--- config.mk ---
export PLATFORM = sky130hd
export DESIGN_NAME = note_output_arbiter_flat
export DESIGN_NICKNAME = d
export VERILOG_FILES = /design/src/rtl/note_output_arbiter_if.sv /design/src/rtl/note_output_arbiter.sv /design/src/flat_wrapper.sv
export SDC_FILE = /design/constraint.sdc
export NUM_CORES = 1
export LEC_CHECK = 0
export CORE_MARGIN = 5
export CORE_UTILIZATION = 60
export DETAILED_ROUTE_END_ITERATION = 8
export PLACE_DENSITY = 0.86
export SLEW_MARGIN = 15
export SYNTH_ARGS = -nofsm -noshare
export SYNTH_HDL_FRONTEND = slang
export SYNTH_SLANG_ARGS = --single-unit
--- constraint.sdc ---
create_clock -name clk -period 7.1 [get_ports clk]
set_input_delay 1.42 -clock clk [delete_from_list [all_inputs] [get_ports clk]]
set_output_delay 1.42 -clock clk [all_outputs]
set_load 0.1 [all_outputs]
--- src/rtl/note_output_arbiter_if.sv ---
// -----------------------------------------------------------------------------
// note_output_arbiter_if
// Bundles the three note-source requests and the tone-generator outputs of
// note_output_arbiter.
//   req_valid[2:0] : per-source request (bit0 free-play, bit1 learning,
//                    bit2 auto-play)
//   req_note0..2   : note requested by each source (0 = no note)
//   tone_note      : note driven to the tone generator (0 = silence)
//   tone_en        : tone generator enable
//   grant[2:0]     : one-hot owner of the tone generator, 0 when none
//   note_start     : one-cycle pulse when a note begins
//   busy           : arbiter is sounding a note or in the silent gap
// Modports: master = request side (mode blocks), slave = the arbiter.
// -----------------------------------------------------------------------------
interface note_output_arbiter_if;
  logic [2:0] req_valid;
  logic [3:0] req_note0;
  logic [3:0] req_note1;
  logic [3:0] req_note2;
  logic [3:0] tone_note;
  logic       tone_en;
  logic [2:0] grant;
  logic       note_start;
  logic       busy;

  modport master (
    output req_valid, req_note0, req_note1, req_note2,
    input  tone_note, tone_en, grant, note_start, busy
  );

  modport slave (
    input  req_valid, req_note0, req_note1, req_note2,
    output tone_note, tone_en, grant, note_start, busy
  );
endinterface

--- src/rtl/note_output_arbiter.sv ---
// -----------------------------------------------------------------------------
// note_output_arbiter
// Shares the buzzer tone generator among free-play, learning and auto-play
// note sources. Fixed priority (free-play highest), a minimum audible hold per
// note, and a silent gap after every note so repeated notes re-articulate.
// Ports:
//   clk  : system clock
//   rst  : synchronous active-high reset
//   bus  : note_output_arbiter_if.slave (requests in, tone outputs out)
// Parameters:
//   MIN_HOLD_CYCLES : minimum cycles a granted note sounds (>=1)
//   GAP_CYCLES      : silent cycles after every note (>=1)
//   CNT_W           : hold/gap counter width
// Configuration macro:
//   NOTE_ARB_PREEMPT_EN : when defined, a strictly higher-priority eligible
//                         source releases the current owner's note.
// All outputs are registered.
// -----------------------------------------------------------------------------
module note_output_arbiter #(
  parameter int MIN_HOLD_CYCLES = 5000000,
  parameter int GAP_CYCLES      = 2500000,
  parameter int CNT_W           = 26
) (
  input  logic                  clk,
  input  logic                  rst,
  note_output_arbiter_if.slave  bus
);

  typedef enum logic [1:0] {
    ST_IDLE = 2'd0,
    ST_PLAY = 2'd1,
    ST_GAP  = 2'd2
  } state_t;

  localparam logic [CNT_W-1:0] C_CNT_ZERO  = {CNT_W{1'b0}};
  localparam logic [CNT_W-1:0] C_CNT_ONE   = {{(CNT_W-1){1'b0}}, 1'b1};
  localparam logic [CNT_W-1:0] C_HOLD_LAST = CNT_W'(MIN_HOLD_CYCLES - 1);
  localparam logic [CNT_W-1:0] C_GAP_LAST  = CNT_W'(GAP_CYCLES - 1);

  state_t           r_state, w_state_nxt;
  logic [CNT_W-1:0] r_hold_cnt, w_hold_cnt_nxt;
  logic [CNT_W-1:0] r_gap_cnt, w_gap_cnt_nxt;
  logic             r_release_pend, w_release_pend_nxt;
  logic [3:0]       r_tone_note, w_tone_note_nxt;
  logic [2:0]       r_grant, w_grant_nxt;
  logic             r_note_start, w_note_start_nxt;
  logic             r_tone_en;
  logic             r_busy;

  logic [2:0]       w_elig;
  logic [2:0]       w_win_grant;
  logic [3:0]       w_win_note;
  logic [3:0]       w_owner_note;
  logic             w_owner_elig;
  logic             w_preempt;
  logic             w_release;
  logic             w_hold_done;
  logic             w_gap_done;

  // A request carrying note 0 is the same as no request.
  assign w_elig[0] = bus.req_valid[0] & (bus.req_note0 != 4'd0);
  assign w_elig[1] = bus.req_valid[1] & (bus.req_note1 != 4'd0);
  assign w_elig[2] = bus.req_valid[2] & (bus.req_note2 != 4'd0);

  // Fixed-priority pick: lowest index wins.
  always_comb begin
    w_win_grant = 3'b000;
    w_win_note  = 4'd0;
    if (w_elig[0]) begin
      w_win_grant = 3'b001;
      w_win_note  = bus.req_note0;
    end else if (w_elig[1]) begin
      w_win_grant = 3'b010;
      w_win_note  = bus.req_note1;
    end else if (w_elig[2]) begin
      w_win_grant = 3'b100;
      w_win_note  = bus.req_note2;
    end else begin
      w_win_grant = 3'b000;
      w_win_note  = 4'd0;
    end
  end

  // Current input note of the owning source.
  always_comb begin
    w_owner_note = 4'd0;
    case (r_grant)
      3'b001:  w_owner_note = bus.req_note0;
      3'b010:  w_owner_note = bus.req_note1;
      3'b100:  w_owner_note = bus.req_note2;
      default: w_owner_note = 4'd0;
    endcase
  end

  assign w_owner_elig = |(w_elig & r_grant);

`ifdef NOTE_ARB_PREEMPT_EN
  // grant - 1 is a mask of every source with higher priority than the owner.
  assign w_preempt = (r_grant != 3'b000) & (|(w_elig & (r_grant - 3'b001)));
`else
  assign w_preempt = 1'b0;
`endif

  assign w_release   = ~w_owner_elig | (w_owner_note != r_tone_note) | w_preempt;
  assign w_hold_done = (r_hold_cnt == C_HOLD_LAST);
  assign w_gap_done  = (r_gap_cnt == C_GAP_LAST);

  // Next-state and next-output logic.
  always_comb begin
    w_state_nxt        = r_state;
    w_hold_cnt_nxt     = r_hold_cnt;
    w_gap_cnt_nxt      = r_gap_cnt;
    w_release_pend_nxt = r_release_pend;
    w_tone_note_nxt    = r_tone_note;
    w_grant_nxt        = r_grant;
    w_note_start_nxt   = 1'b0;
    case (r_state)
      ST_IDLE: begin
        if (w_win_grant != 3'b000) begin
          w_state_nxt        = ST_PLAY;
          w_grant_nxt        = w_win_grant;
          w_tone_note_nxt    = w_win_note;
          w_note_start_nxt   = 1'b1;
          w_hold_cnt_nxt     = C_CNT_ZERO;
          w_release_pend_nxt = 1'b0;
        end else begin
          w_grant_nxt     = 3'b000;
          w_tone_note_nxt = 4'd0;
        end
      end
      ST_PLAY: begin
        // A release seen before the hold completes is kept until it does.
        if (w_hold_done && (w_release || r_release_pend)) begin
          w_state_nxt        = ST_GAP;
          w_grant_nxt        = 3'b000;
          w_tone_note_nxt    = 4'd0;
          w_gap_cnt_nxt      = C_CNT_ZERO;
          w_release_pend_nxt = 1'b0;
        end else begin
          if (!w_hold_done) begin
            w_hold_cnt_nxt = r_hold_cnt + C_CNT_ONE;
          end else begin
            w_hold_cnt_nxt = r_hold_cnt;
          end
          if (w_release) begin
            w_release_pend_nxt = 1'b1;
          end else begin
            w_release_pend_nxt = r_release_pend;
          end
        end
      end
      ST_GAP: begin
        if (w_gap_done) begin
          w_state_nxt   = ST_IDLE;
          w_gap_cnt_nxt = C_CNT_ZERO;
        end else begin
          w_gap_cnt_nxt = r_gap_cnt + C_CNT_ONE;
        end
      end
      default: begin
        w_state_nxt        = ST_IDLE;
        w_hold_cnt_nxt     = C_CNT_ZERO;
        w_gap_cnt_nxt      = C_CNT_ZERO;
        w_release_pend_nxt = 1'b0;
        w_tone_note_nxt    = 4'd0;
        w_grant_nxt        = 3'b000;
      end
    endcase
  end

  // State, counters and registered outputs.
  always_ff @(posedge clk) begin
    if (rst) begin
      r_state        <= ST_IDLE;
      r_hold_cnt     <= C_CNT_ZERO;
      r_gap_cnt      <= C_CNT_ZERO;
      r_release_pend <= 1'b0;
      r_tone_note    <= 4'd0;
      r_grant        <= 3'b000;
      r_note_start   <= 1'b0;
      r_tone_en      <= 1'b0;
      r_busy         <= 1'b0;
    end else begin
      r_state        <= w_state_nxt;
      r_hold_cnt     <= w_hold_cnt_nxt;
      r_gap_cnt      <= w_gap_cnt_nxt;
      r_release_pend <= w_release_pend_nxt;
      r_tone_note    <= w_tone_note_nxt;
      r_grant        <= w_grant_nxt;
      r_note_start   <= w_note_start_nxt;
      r_tone_en      <= (w_state_nxt == ST_PLAY);
      r_busy         <= (w_state_nxt != ST_IDLE);
    end
  end

  assign bus.tone_note  = r_tone_note;
  assign bus.tone_en    = r_tone_en;
  assign bus.grant      = r_grant;
  assign bus.note_start = r_note_start;
  assign bus.busy       = r_busy;

endmodule
--- src/flat_wrapper.sv ---
// flat-port wrapper written by rule: the top's interface ports become plain ports
module note_output_arbiter_flat 
#(
  parameter int MIN_HOLD_CYCLES = 5000000,
  parameter int GAP_CYCLES      = 2500000,
  parameter int CNT_W           = 26
)
  (clk, rst, bus_req_valid, bus_req_note0, bus_req_note1, bus_req_note2, bus_tone_note, bus_tone_en, bus_grant, bus_note_start, bus_busy);
  note_output_arbiter_if bus_i ();
  input  logic clk;
  input  logic rst;
  input wire logic [$bits(bus_i.req_valid)-1:0] bus_req_valid;
  input wire logic [$bits(bus_i.req_note0)-1:0] bus_req_note0;
  input wire logic [$bits(bus_i.req_note1)-1:0] bus_req_note1;
  input wire logic [$bits(bus_i.req_note2)-1:0] bus_req_note2;
  output wire logic [$bits(bus_i.tone_note)-1:0] bus_tone_note;
  output wire logic [$bits(bus_i.tone_en)-1:0] bus_tone_en;
  output wire logic [$bits(bus_i.grant)-1:0] bus_grant;
  output wire logic [$bits(bus_i.note_start)-1:0] bus_note_start;
  output wire logic [$bits(bus_i.busy)-1:0] bus_busy;
  assign bus_i.req_valid = bus_req_valid;
  assign bus_i.req_note0 = bus_req_note0;
  assign bus_i.req_note1 = bus_req_note1;
  assign bus_i.req_note2 = bus_req_note2;
  assign bus_tone_note = bus_i.tone_note;
  assign bus_tone_en = bus_i.tone_en;
  assign bus_grant = bus_i.grant;
  assign bus_note_start = bus_i.note_start;
  assign bus_busy = bus_i.busy;
  note_output_arbiter #(.MIN_HOLD_CYCLES(MIN_HOLD_CYCLES), .GAP_CYCLES(GAP_CYCLES), .CNT_W(CNT_W)) u_core (.clk(clk), .rst(rst), .bus(bus_i));
endmodule
Word-level counts from Yosys, hierarchy flattened
Index checks and enable logic that the tools add are counted.
- register bits: 65
- input port bits: 17
- word-level logic and storage cells: 76
- add/subtract/negate cells: 2
- eq/ne operators: 14
- mux-type cells: 29
- bitwise operators: 8
- reduce and logical (&&, ||, !) cells: 14
- operators with widths (operator ; number):
    26-bit case mux with 3 select lines ; 2
    26-bit two-way mux ; 5
    26-bit by 1-bit adder with 26-bit output, second input constant ; 2
    26-bit by 22-bit == test with 1-bit output, second input constant ; 1
    26-bit by 23-bit == test with 1-bit output, second input constant ; 1
    4-bit case mux with 3 select lines ; 2
    4-bit two-way mux ; 5
    3-bit two-way mux ; 5
    4-bit nonzero test ; 3
    3-bit case mux with 3 select lines ; 1
    2-bit two-way mux ; 3
    2-bit case mux with 3 select lines ; 1
    2-bit by 1-bit == test with 1-bit output, second input constant ; 2
    1-bit two-way mux ; 4
    2-bit by 1-bit inequality test with 1-bit output, second input constant ; 2
    2-bit inequality test, second input constant ; 2
    4-bit inequality test ; 1
    2-bit AND reduction ; 2
    4-bit AND reduction ; 1
    1-bit bitwise AND ; 3
    3-bit bitwise AND ; 1
    3-bit by 1-bit == test with 1-bit output, second input constant ; 1
    3-bit by 2-bit == test with 1-bit output, second input constant ; 1
    3-bit == test, second input constant ; 1
    other kinds (13) ; 15

Logic depth before layout (Yosys ltp)
- depth in word-level cells: 11
- gate-level depth with buffers: 8
- depth with buffers taken out: 7

Worst setup path after synthesis
No wires, ideal clock.
- path type: input -> register
- start point: input port bus_req_note2[3]
- end point: register u_core.r_gap_cnt[24]
- setup time: 0.088 ns
- arrival: 3.329 ns
- data required time: 7.012 ns
- setup slack: 3.683 ns
- stages on the path: 7
- cell sequence: nor4bb_1 or4_1 a221o_2 o311ai_4 nand2_4 buf_6 a311oi_2
- cells in the longest elaborated chain, start to end: 10
- elaborated cells on any way between the ends: 12
- classes of those cells: eq/ne: 2; mux: 1; bitwise: 4; reduce/logical: 5
- ends and longest elaborated chain (element ; line ; source):
    start: declaration ; flat_wrapper.sv:15 ; input wire logic [$bits(bus_i.req_note2)-1:0] bus_req_note2;
    4-bit nonzero test ; note_output_arbiter.sv:63 ; assign w_elig[2] = bus.req_valid[2] & (bus.req_note2 != 4'd0);
    1-bit bitwise AND ; note_output_arbiter.sv:63 ;
    3-bit bitwise AND ; note_output_arbiter.sv:95 ; assign w_owner_elig = |(w_elig & r_grant);
    3-bit OR reduction ; note_output_arbiter.sv:95 ;
    1-bit NOT ; note_output_arbiter.sv:104 ; assign w_release = ~w_owner_elig | (w_owner_note != r_tone_note) | w_preempt;
    1-bit OR (*) ; note_output_arbiter.sv:104 ;
    1-bit logical OR (*) ; note_output_arbiter.sv:133 ; if (w_hold_done && (w_release || r_release_pend)) begin
    1-bit logical AND (*) ; note_output_arbiter.sv:133 ;
    2-bit by 1-bit inequality test with 1-bit output (no source line) (*) ; -- ;
    2-bit AND reduction (no source line) (*) ; -- ;
    end signal: assignment ; note_output_arbiter.sv:186 ; r_gap_cnt <= w_gap_cnt_nxt;
    end: declaration ; note_output_arbiter.sv:42 ; logic [CNT_W-1:0] r_gap_cnt, w_gap_cnt_nxt;
Mark *: on every way between the ends. The rest lies on a longest branch, timed or not.
A chain may end at the register's enable or synchronous reset.

Worst setup path in the final report
- start point: input port bus_req_note2[0]
- end point: register u_core.r_hold_cnt[13]
- cells in the longest elaborated chain, start to end: 10
- elaborated cells on any way between the ends: 17
- classes of those cells: eq/ne: 3; mux: 4; bitwise: 4; reduce/logical: 6
- ends and longest elaborated chain (element ; line ; source):
    4-bit nonzero test ; note_output_arbiter.sv:63 ;
    1-bit bitwise AND ; note_output_arbiter.sv:63 ;
    3-bit bitwise AND ; note_output_arbiter.sv:95 ;
    3-bit OR reduction ; note_output_arbiter.sv:95 ;
    1-bit NOT ; note_output_arbiter.sv:104 ;
    1-bit OR ; note_output_arbiter.sv:104 ;
    1-bit logical OR ; note_output_arbiter.sv:133 ;
    1-bit logical AND ; note_output_arbiter.sv:133 ;
    2-bit inequality test (no source line) ; -- ;
    4-bit AND reduction (no source line) (*) ; -- ;
    end signal: assignment ; note_output_arbiter.sv:185 ; r_hold_cnt <= w_hold_cnt_nxt;
    end: declaration ; note_output_arbiter.sv:41 ; logic [CNT_W-1:0] r_hold_cnt, w_hold_cnt_nxt;
Marks and branches as above.

==> results.yml <==
synth:
  netlist_area_sq_mm: 0.00386
  synth_top_area_cell: "dfxtp_1"
  syn_area_per_cell_sq_um: 8.40
  synthDistinctLibCells: 67
  synth_cells: 460
  synth_area_leaders: "dfxtp_1 34%, nor2_1 4.6%, a21oi_1 3.6%"
  ys_ff_latch: 65
  yosys_warnings: 0
  yosysSeqAreaShare_pct: 33.7
  async_flop_share_pct: 0
  synth_flop_cell: "dfxtp_1"
  synth_edf_count: 0
  syn_nets: 479
  yosysTopAreaCellShare_pct: 33.7
timing:
  drv_slew: 0
  setup_viol: 0
  grt_setup_unrepaired: "false"
  max_freq_mhz: 251
  setup_ws_ns: 3.12
  worstMarginPinSlew_ns: 0.980
  finalCritPeriodShare_pct: 56.1
  maxSlewHeadroom_pct: 34.1
  skew_ns: 0.0126
  setup_tns_ns: 0
  hold_viol_final: 0
  min_period_ns: 3.98
placement:
  numPortBuffers: 26
  pre_cts_slack_ns: 2.81
  gp_congestion: 0.875
  postPlaceCellArea_sq_mm: 0.00411
  dp_hpwl_microns: 6610
finish:
  finish.utilization_pct: 68.7
  area_growth_pct: 12.2
  nFillCells: 492
  final_common_cell: "dfxtp_1"
  drive_gt1_share_pct: 8.90
  finalNetCount: 497
  final_area_sq_mm: 0.00434
  final_cell_mix: "65 x dfxtp_1, 47 x nor2_1, 36 x nand2_1, 28 x a21oi_1, 26 x clkdlybuf4s50_1"
  diodes: 0
critical_path:
  path_cells: "clkdlybuf4s50_1 > or4_2 > a221oi_2 > o21a_1 > or3_1 > or4_1 > a21oi_1"
  crit_cells: 7
  start_kind: "primary input"
  r2r_start: "u_core.bus.grant[1]"
  worst_path_largest_cell_delay_ns: 0.73
  critPathMaxFanout: 19
  rrSetupSlack_ns: 4.21
  path_class: "in -> reg"
  reg2reg_depth: 6
  worstPathArrival_ns: 4.21
  r2r-end: "u_core.r_gap_cnt[17]"
  crit_required_ns: 7.33
  endpoint_kind: "register"
  path_buf_inv: 1
  cp_top_family: "simple AND/OR/NAND/NOR gates"
  cp_slowest_cell: "or4_2"
pwr:
  worst_ir_drop_vdd_mv: 0.133
  power_density_mw_per_mm2: 192
  p_switching_uw: 224
  leakage_uw: 0.00134
  combPwrFrac_pct: 11.5
  clockPowerShare_pct: 43.1
  p_int_uw: 609
  power_frac_seq_pct: 45.3
  switching_share_pct: 26.9
drt:
  drt_iter0_drc: 277
  via_count: 3764
  drt_first_pass_iters: 5
  wl_per_cell_microns: 17.3
  vias_per_cell: 6.72
  drc: 0
  routed_wl_microns: 9660
  detail-route-antenna-nets: 0
floorplan:
  fp.dieW_microns: 90.3
  die_h_microns: 90.3
  coreArea_sq_mm: 0.00631
  pin_count: 27
  initial_utilization_pct: 61.2
  rows: 29
  dieArea_sq_mm: 0.00815
grt:
  grt_use_total_pct: 23.5
  grt_pass1_wl_microns: 16200
  antenna_found_initial: 0
  grt_start_max_net_pins: 31
  gr-total-overflow: 0
  grt_pass1_vias: 3488
outcome:
  status: "complete, no violations"
cts:
  postCtsHoldBufs: 0
  cts_post_setup_buffers_inserted: 0
  clk_latency_ns: 0.35
  htreeDepth: 3
  cts_resized: 0
  cts_max_path_buffers: 2
  clk_pin_slew_worst_paths_ns: 0.07
  cts_tree: "built"
  cts_buffers: 9
  root_buffer: "clkbuf_8"
  clock_sinks: 65
worst_hold_path:
  hold_path_end: "u_core.r_hold_cnt[1]"
  min_path_type: "reg -> reg"
  whs_path_depth: 2
  hp-start: "u_core.r_hold_cnt[1]"
job:
  max_cap_viol_count: 0
==> how the worst max path moves through the flow <==
stage	from	endpoint
floorplan	bus_req_note2[3]	u_core.r_gap_cnt[24]
global placement	bus_req_note2[0]	u_core.r_hold_cnt[21]
detailed placement	bus_req_note2[0]	u_core.r_hold_cnt[21]
CTS	bus_req_note2[0]	u_core.r_hold_cnt[13]
global route	bus_req_note2[0]	u_core.r_hold_cnt[13]
finish	bus_req_note2[0]	u_core.r_hold_cnt[13]
==> worst min-delay path: stages (launching register included) <==
cell     delay (ns)
dfxtp_1        0.32
o21ai_0        0.07
a21oi_1        0.06
==> power groups by stage <==
| stage | sequential [uW] | clock, uW | combinational [uW] |
|---|---|---|---|
| floorplan | 409 | 0 | 43.3 |
| global placement | 385 | 0 | 93.2 |
| detailed placement | 386 | 0 | 95.0 |
| CTS | 377 | 366 | 95.7 |
| global route | 378 | 384 | 102 |
| finish | 377 | 360 | 96.2 |
==> sequential cells by signal, summed over array words and instances (netlist names) <==
name,count
u_core.bus.tone_en,1
u_core.bus.note_start,1
u_core.r_release_pend,1
u_core.r_gap_cnt,26
u_core.r_state,2
u_core.bus.grant,3
u_core.bus.busy,1
u_core.bus.tone_note,4
u_core.r_hold_cnt,26
==> cells in the mapped netlist, drive strengths merged, types with 9 or more instances <==
cell type and count:
nor4bb 11, nor4 16, or4 11, a21oi 28, clkbuf 11, buf 10, inv 9, o31ai 9
o21ai 24, xnor2 15, mux2i 9, nand2 37, a311oi 12, nor3 16, nand4 10, dfxtp 65
nor2 47, nand3 22, and3 10
==> cells by family after synthesis <==
kind of cell	after synthesis	share of synthesized area, %
AND/OR/NAND/NOR	215	31.4
adder cells (fa/ha/maj)	2	0.647
multiplexers	9	2.33
buffers and inverters	32	4.73
flip-flops	65	33.7
AO/OA/AOI/OAI	122	23.9
XOR/XNOR	15	3.40
==> cell type report <==
type                    count  area (sq um)  share of cell area (%)
well taps                  77          96.3                    2.22
repair buffers             30           290                    6.69
flip-flops and latches     65          1300                    30.0
multi-input cells         363          2390                    55.0
inverters                   9          33.8                   0.779
clock buffers              10           138                    3.17
clock inverters             6          91.3                    2.11
==> per-layer routing <==
metal | track usage (%) | routed length [microns] | share of wire (%) | vias up
li1 | - | - | - | 1820
met4 | 8.56 | 156 | 1.6 | 0
met1 | 29.7 | 4110 | 43 | 1763
met5 | 0 | 0 | 0 | -
met2 | 38.8 | 4780 | 49 | 162
met3 | 5.50 | 615 | 6.4 | 19
==> metrics by stage <==
step                instances  power, uW  hold slack [ns]
global route              560        864            0.524
CTS                       560        839            0.491
floorplan                 460        453            0.461
finish                    560        833            0.496
detailed placement        544        481            0.482
global placement          544        479            0.471
Power figures use the tool's default switching activity.
